## src/rtl/ahb_decoder_dp_if.sv

```systemverilog
// Bus-side signal bundle for the AHB address decoder of one master port.
// The slave modport is the decoder's view; master is the driver's view.
interface ahb_decoder_dp_if #(
  parameter int ADDR_WIDTH    = 32,
  parameter int SLV_NUM       = 4,
  parameter int ERR_CNT_WIDTH = 8
);
  logic [ADDR_WIDTH-1:0]    haddr;
  logic [1:0]               htrans;
  logic                     hready;
  logic                     hremap;
  logic                     err_clr;
  logic [SLV_NUM-1:0]       hsel;
  logic [SLV_NUM-1:0]       hsel_dp;
  logic                     dflt_sel_dp;
  logic                     dflt_hready;
  logic                     dflt_hresp;
  logic [ERR_CNT_WIDTH-1:0] err_count;
  logic [ADDR_WIDTH-1:0]    err_addr;

  modport slave (
    input  haddr, htrans, hready, hremap, err_clr,
    output hsel, hsel_dp, dflt_sel_dp, dflt_hready, dflt_hresp, err_count, err_addr
  );

  modport master (
    output haddr, htrans, hready, hremap, err_clr,
    input  hsel, hsel_dp, dflt_sel_dp, dflt_hready, dflt_hresp, err_count, err_addr
  );
endinterface

```

## src/rtl/ahb_decoder_dp.sv

```systemverilog
// AHB address decoder: priority region match with boot remap swap,
// data-phase select register, and an integrated default slave that
// answers unmapped transfers with the two-cycle ERROR response and
// keeps a saturating error count plus the last errored address.
module ahb_decoder_dp #(
  parameter int ADDR_WIDTH    = 32,
  parameter int SLV_NUM       = 4,
  parameter logic [SLV_NUM*ADDR_WIDTH-1:0] LOW_ADDR =
    {32'h4000_0000, 32'h2000_0000, 32'h0001_0000, 32'h0000_0000},
  parameter logic [SLV_NUM*ADDR_WIDTH-1:0] HIGH_ADDR =
    {32'h4FFF_FFFF, 32'h2000_0FFF, 32'h0001_FFFF, 32'h0000_FFFF},
  parameter int REMAP_SLV     = 1,
  parameter int ERR_CNT_WIDTH = 8
) (
  input  logic             hclk,
  input  logic             hreset,
  ahb_decoder_dp_if.slave  bus
);

  localparam logic [1:0] HTRANS_IDLE = 2'b00;
  localparam logic [1:0] HTRANS_BUSY = 2'b01;

  typedef enum logic [1:0] {
    D_IDLE = 2'd0,
    D_ERR1 = 2'd1,
    D_ERR2 = 2'd2
  } dflt_state_e;

  logic [SLV_NUM-1:0]       match;
  logic [SLV_NUM-1:0]       region_hit;
  logic [SLV_NUM-1:0]       slv_hit;
  logic [SLV_NUM-1:0]       hsel;
  logic                     any_match;
  logic                     unmapped;
  logic                     err_entry;

  dflt_state_e              state_d, state_q;
  logic [SLV_NUM-1:0]       hsel_dp_d, hsel_dp_q;
  logic                     dflt_sel_dp_d, dflt_sel_dp_q;
  logic [ERR_CNT_WIDTH-1:0] err_count_d, err_count_q;
  logic [ADDR_WIDTH-1:0]    err_addr_d, err_addr_q;
  logic                     dflt_hready;
  logic                     dflt_hresp;

  // Inclusive, full-width unsigned bounds check for every region.
  for (genvar i = 0; i < SLV_NUM; i++) begin : g_match
    assign match[i] = (bus.haddr >= LOW_ADDR[i*ADDR_WIDTH +: ADDR_WIDTH]) &&
                      (bus.haddr <= HIGH_ADDR[i*ADDR_WIDTH +: ADDR_WIDTH]);
  end

  assign any_match = |match;

  // Resolve overlaps (lowest region wins), then apply the boot remap swap.
  always_comb begin
    // NOTE: every combinational output gets a default before any branch, so no latch can be inferred.
    region_hit = '0;
    for (int i = SLV_NUM - 1; i >= 0; i--) begin
      if (match[i]) begin
        region_hit    = '0;
        region_hit[i] = 1'b1;
      end
    end
    slv_hit = region_hit;
    if (bus.hremap) begin
      slv_hit[0]         = region_hit[REMAP_SLV];
      slv_hit[REMAP_SLV] = region_hit[0];
    end
  end

  assign hsel      = (bus.htrans == HTRANS_IDLE) ? '0 : slv_hit;
  assign unmapped  = bus.htrans[1] && !any_match;
  assign err_entry = bus.hready && unmapped && (state_q != D_ERR1);

  // Data-phase select and error bookkeeping, advanced only when the address phase is sampled.
  always_comb begin
    hsel_dp_d     = hsel_dp_q;
    dflt_sel_dp_d = dflt_sel_dp_q;
    err_addr_d    = err_addr_q;
    err_count_d   = err_count_q;
    if (bus.hready) begin
      hsel_dp_d     = hsel;
      dflt_sel_dp_d = unmapped || ((bus.htrans == HTRANS_BUSY) && !any_match);
    end
    if (err_entry) begin
      err_addr_d = bus.haddr;
    end
    if (bus.err_clr) begin
      err_count_d = err_entry ? ERR_CNT_WIDTH'(1) : '0;
    end else if (err_entry && (err_count_q != '1)) begin
      err_count_d = err_count_q + ERR_CNT_WIDTH'(1);
    end
  end

  // Default slave next state and response outputs.
  always_comb begin
    state_d     = state_q;
    dflt_hready = 1'b1;
    dflt_hresp  = 1'b0;
    unique case (state_q)
      D_IDLE: begin
        if (err_entry) state_d = D_ERR1;
      end
      D_ERR1: begin
        dflt_hready = 1'b0;
        dflt_hresp  = 1'b1;
        state_d     = D_ERR2;
      end
      D_ERR2: begin
        dflt_hresp = 1'b1;
        state_d    = err_entry ? D_ERR1 : D_IDLE;
      end
      default: state_d = D_IDLE;
    endcase
  end

  // State registers with asynchronous reset.
  always_ff @(posedge hclk or posedge hreset) begin
    if (hreset) begin
      state_q       <= D_IDLE;
      hsel_dp_q     <= '0;
      dflt_sel_dp_q <= 1'b0;
      err_count_q   <= '0;
      err_addr_q    <= '0;
    end else begin
      // NOTE: non-blocking assignments so every flop samples pre-edge values regardless of statement order.
      state_q       <= state_d;
      hsel_dp_q     <= hsel_dp_d;
      dflt_sel_dp_q <= dflt_sel_dp_d;
      err_count_q   <= err_count_d;
      err_addr_q    <= err_addr_d;
    end
  end

  assign bus.hsel        = hsel;
  assign bus.hsel_dp     = hsel_dp_q;
  assign bus.dflt_sel_dp = dflt_sel_dp_q;
  assign bus.dflt_hready = dflt_hready;
  assign bus.dflt_hresp  = dflt_hresp;
  assign bus.err_count   = err_count_q;
  assign bus.err_addr    = err_addr_q;

endmodule

```

## src/flat_wrapper.sv

```systemverilog
// flat-port wrapper written by rule: the top's interface ports become plain ports
module ahb_decoder_dp_flat 
#(
  parameter int ADDR_WIDTH    = 32,
  parameter int SLV_NUM       = 4,
  parameter logic [SLV_NUM*ADDR_WIDTH-1:0] LOW_ADDR =
    {32'h4000_0000, 32'h2000_0000, 32'h0001_0000, 32'h0000_0000},
  parameter logic [SLV_NUM*ADDR_WIDTH-1:0] HIGH_ADDR =
    {32'h4FFF_FFFF, 32'h2000_0FFF, 32'h0001_FFFF, 32'h0000_FFFF},
  parameter int REMAP_SLV     = 1,
  parameter int ERR_CNT_WIDTH = 8
)
  (hclk, hreset, bus_haddr, bus_htrans, bus_hready, bus_hremap, bus_err_clr, bus_hsel, bus_hsel_dp, bus_dflt_sel_dp, bus_dflt_hready, bus_dflt_hresp, bus_err_count, bus_err_addr);
  ahb_decoder_dp_if #(.ADDR_WIDTH(ADDR_WIDTH), .SLV_NUM(SLV_NUM), .ERR_CNT_WIDTH(ERR_CNT_WIDTH)) bus_i ();
  input  logic hclk;
  input  logic hreset;
  input wire logic [$bits(bus_i.haddr)-1:0] bus_haddr;
  input wire logic [$bits(bus_i.htrans)-1:0] bus_htrans;
  input wire logic [$bits(bus_i.hready)-1:0] bus_hready;
  input wire logic [$bits(bus_i.hremap)-1:0] bus_hremap;
  input wire logic [$bits(bus_i.err_clr)-1:0] bus_err_clr;
  output wire logic [$bits(bus_i.hsel)-1:0] bus_hsel;
  output wire logic [$bits(bus_i.hsel_dp)-1:0] bus_hsel_dp;
  output wire logic [$bits(bus_i.dflt_sel_dp)-1:0] bus_dflt_sel_dp;
  output wire logic [$bits(bus_i.dflt_hready)-1:0] bus_dflt_hready;
  output wire logic [$bits(bus_i.dflt_hresp)-1:0] bus_dflt_hresp;
  output wire logic [$bits(bus_i.err_count)-1:0] bus_err_count;
  output wire logic [$bits(bus_i.err_addr)-1:0] bus_err_addr;
  assign bus_i.haddr = bus_haddr;
  assign bus_i.htrans = bus_htrans;
  assign bus_i.hready = bus_hready;
  assign bus_i.hremap = bus_hremap;
  assign bus_i.err_clr = bus_err_clr;
  assign bus_hsel = bus_i.hsel;
  assign bus_hsel_dp = bus_i.hsel_dp;
  assign bus_dflt_sel_dp = bus_i.dflt_sel_dp;
  assign bus_dflt_hready = bus_i.dflt_hready;
  assign bus_dflt_hresp = bus_i.dflt_hresp;
  assign bus_err_count = bus_i.err_count;
  assign bus_err_addr = bus_i.err_addr;
  ahb_decoder_dp #(.ADDR_WIDTH(ADDR_WIDTH), .SLV_NUM(SLV_NUM), .LOW_ADDR(LOW_ADDR), .HIGH_ADDR(HIGH_ADDR), .REMAP_SLV(REMAP_SLV), .ERR_CNT_WIDTH(ERR_CNT_WIDTH)) u_core (.hclk(hclk), .hreset(hreset), .bus(bus_i));
endmodule
```

## config.mk

```make
export PLATFORM = sky130hd
export DESIGN_NAME = ahb_decoder_dp_flat
export DESIGN_NICKNAME = d
export VERILOG_FILES = /design/src/rtl/ahb_decoder_dp_if.sv /design/src/rtl/ahb_decoder_dp.sv /design/src/flat_wrapper.sv
export SDC_FILE = /design/constraint.sdc
export NUM_CORES = 1
export LEC_CHECK = 0
export ABC_AREA = 0
export BUFFER_PORTS_ARGS = -buffer_cell sky130_fd_sc_hd__buf_4
export CORE_UTILIZATION = 47
export CTS_CLUSTER_SIZE = 24
export DETAILED_ROUTE_END_ITERATION = 6
export PLACE_DENSITY_LB_ADDON = 0.1
export SYNTH_ARGS = -nofsm -noshare
export SYNTH_HDL_FRONTEND = slang
export SYNTH_SLANG_ARGS = --single-unit
```

## constraint.sdc

```tcl
create_clock -name hclk -period 2.6 [get_ports hclk]
set_input_delay 0.13 -clock hclk [delete_from_list [all_inputs] [get_ports hclk]]
set_output_delay 0.13 -clock hclk [all_outputs]
set_load 0.005 [all_outputs]
```

==> impl_metrics.py <==
metrics = {
    "synth": {
        "synth.largest_area_cell": "dfrtp_1",
        "synth-edff-count": 0,
        "yosys-top-cells-count": "47 x dfrtp_1, 38 x mux2_2, 10 x inv_1",
        "synthTopCellsByArea": "dfrtp_1 55%, mux2_2 20%, ha_1 3.5%",
        "syn_nets": 210,
        "synth.yosys.seq_area_share_pct": 54.78,
        "yosys.area.top_type_share_pct": 54.78,
        "mappedNetlistArea_um2": 2147,
        "syn_avg_cell_area_um2": 13.01,
        "yosysWarnings": 0,
        "yosys.cell_count.top_type": "dfrtp_1",
        "yosysUniqueCellTypes": 35,
        "synthFlopType": "dfrtp_1",
        "syn_inst": 165,
        "yosys_register_bits": 47,
        "async_flop_share_pct": 100.0,
    },
    "critical_path": {
        "critPathMaxFanout": 32,
        "cp_slowest_stage_delay_ns": 0.40,
        "critPathBufInv": 3,
        "cpLargestDelayFamily": "simple AND/OR/NAND/NOR gates",
        "path_cells": "inv_1 > ha_1 > inv_1 > nand4_1 > o21bai_4 > buf_4 > nor4_1 > mux2_2",
        "start_kind": "flip-flop",
        "critical_path.endpoint_type": "flip-flop",
        "crit_path_frequent_cell": "inv_1",
        "worstPathRequired_ns": 2.78,
        "crit_path_top_delay_cell": "dfrtp_1",
        "rrSetupSlack_ns": 0.44,
        "critical_path_class": "reg2reg",
        "cp.arrival_ns": 2.34,
    },
    "floorplanning": {
        "core_um2": 4384,
        "die_w_um": 69.59,
        "num_io_pins": 90,
        "num_rows": 24,
        "dieArea_um2": 4843,
        "dieHeight_um": 69.59,
        "start_util_pct": 48.97,
    },
    "power": {
        "power_frac_seq_pct": 45.6,
        "clockPowerShare_pct": 18.5,
        "swShare_pct": 27.99,
        "p_leak_nw": 1.396,
        "p_switching_uw": 670.3,
        "total_power_mw": 2.395,
        "p_int_mw": 1.724,
        "power_frac_comb_pct": 35.9,
        "p_per_area_nw_per_um2": 818.2,
        "irDropWorstVdd_mv": 0.5185,
    },
    "placement": {
        "dpl.hpwl_mm": 3.301,
        "port_buffers": 89,
        "place_area_um2": 2839,
        "routabilityCongestion": 0.7277,
        "detailedPlace.worstSlack_ns": 0.4521,
    },
    "route": {
        "finalWirelength_mm": 4.419,
        "wl_per_cell_um": 14.30,
        "antenna_left": 0,
        "via_per_inst": 5.275,
        "highest_layer": "met4",
        "initialDrtViolationCount": 86,
        "routed-via-count": 1630,
        "met1_length_mm": 1.942,
        "remaining_drc_errors": 0,
        "wl_met2_mm": 2.058,
        "met3WireLength_um": 369,
        "drt_first_pass_iters": 4,
    },
    "clocking": {
        "ctsHoldBuffers": 0,
        "clock-sinks": 47,
        "cts_setup_buffers": 0,
        "insertion_delay_ns": 0.29,
        "max-clock-path-buffers": 2,
        "clk_pin_slew_worst_paths_ns": 0.08,
        "cts_tree": "built",
        "cts_root_buf": "clkbuf_8",
        "h-tree-depth": 2,
        "cts_resized": 0,
        "cts_inserted_buffers": 5,
    },
    "final_layout": {
        "fill_cells": 374,
        "area_delta_synth_final_pct": 36.31,
        "diodes": 0,
        "final_layout_size_suffix_gt1_share_pct": 56.03,
        "stdcell_area_um2": 2927,
        "fin_nets": 302,
    },
    "sta": {
        "setup_tns_ns": 0,
        "finalMaxSlewViolations": 0,
        "hold_viol": 0,
        "rsz0062_at_grt": "false",
        "final.period_utilization_pct": 83.26,
        "fin_crit_ns": 2.165,
        "clock.fmax_mhz": 461.9,
        "tightest_slew_ns": 0.9493,
        "final-setup-viol-count": 0,
        "holdWs_ns": 0.05076,
        "worst_slack_ns": 0.4353,
        "slew_headroom_pct": 36.62,
        "worst_clock_skew_ns": 0.008849,
    },
    "hold_path": {
        "hp-class": "in2async",
    },
    "global_route": {
        "antenna_found_initial": 0,
        "grt_max_degree": 48,
        "grt_overflow_total": 0,
        "first_global_vias": 1589,
        "grt_pass1_wl_mm": 7.369,
        "track_usage_pct": 19.09,
    },
    "flow_run": {
        "maxCapViolations": 0,
    },
    "outcome": {
        "status": "finished clean",
    },
}
[cell families (layout without fill, tap and decap cells)]
group	Yosys count	in the layout	synth area share (%)
flip-flops	47	47	54.78
multiplexers	39	39	20.40
AND/OR/NAND/NOR	39	39	10.20
AO/OA/AOI/OAI	17	17	6.353
buffers and inverters	16	108	4.371
adder cells (fa/ha/maj)	6	6	3.496
XOR/XNOR	1	1	0.4080
[per-layer routing]
layer | GRT usage, % | vias to the layer above
met4 | 4.762 | 0
met2 | 31.28 | 59
met1 | 23.62 | 787
li1 | - | 777
met5 | 0 | -
met3 | 7.558 | 7
[sequential cells by signal (all words and copies together), names as in the netlist]
name / cells
u_core.bus.hsel_dp: 4
u_core.state_q: 2
u_core.bus.err_count: 8
u_core.bus.err_addr: 32
u_core.bus.dflt_sel_dp: 1
[cell type report]
type	count	area [µm²]	share of cell area (%)
clock buffer	6	82.58	2.822
clock inverter	1	5.005	0.1710
inverter	10	37.54	1.283
multi-input combinational	102	877.1	29.97
sequential	47	1176	40.19
tap	52	65.06	2.223
timing repair buffer	91	683.2	23.34
[path summary, 6_finish.rpt]
| kind | to | cells past startpoint | startpoint |
|---|---|---|---|
| max in group asynchronous | u_core.bus.err_addr[30]$_DFFE_PP0P_ | 2 | hreset |
| hold reg to reg | u_core.bus.err_addr[19]$_DFFE_PP0P_ | 1 | u_core.bus.err_addr[19]$_DFFE_PP0P_ |
| hold / removal | u_core.bus.err_addr[11]$_DFFE_PP0P_ | 2 | hreset |
| min in group hclk | u_core.bus.err_addr[11]$_DFFE_PP0P_ | 2 | bus_haddr[11] |
| setup / recovery | u_core.bus.err_count[6]$_DFFE_PP0P_ | 8 | u_core.state_q[1]$_DFFE_PP0P_ |
| setup reg to reg | u_core.bus.err_count[6]$_DFFE_PP0P_ | 8 | u_core.state_q[1]$_DFFE_PP0P_ |
[through the flow]
| stage | util, % | std cells |
|---|---|---|
| 6_report | 66.75 | 309 |
| 5_1_grt | 66.75 | 309 |
| 4_1_cts | 66.75 | 309 |
| 3_5_place_dp | 64.75 | 302 |
| 3_3_place_gp | 64.75 | 302 |
| 2_1_floorplan | - | 165 |
[worst register-to-register path, delay by kind of cell, from the launching register on]
family	cells	cell delay, ns
and+or+nand+nor	2	0.47
adders and majority gates	1	0.18
buffers and inverters	3	0.42
DFF	1	0.40
muxes	1	0.37
AOI/OAI and AO/OA	1	0.20
[power groups by stage]
| stage | Clock (mW) | Combinational (mW) | Sequential (mW) |
|---|---|---|---|
| global route | 0.482 | 0.938 | 1.12 |
| floorplan | 0 | 0.385 | 1.11 |
| global placement | 0 | 0.853 | 1.10 |
| finish | 0.442 | 0.861 | 1.09 |
| CTS | 0.454 | 0.874 | 1.09 |
| detailed placement | 0 | 0.872 | 1.10 |
[cells in the final DEF, fill, tap and decap left out, drive strengths merged, types with 2 or more instances in the layout]
cell,instances
a21oi,4
buf,91
clkbuf,6
dfrtp,47
ha,6
inv,10
mux2,38
nand2,8
nand4,3
nor2,9
nor3,3
nor4,4
nor4b,2
o21ai,3
o32ai,2
or3,3
or4,2
Power figures use the tool's default switching activity.
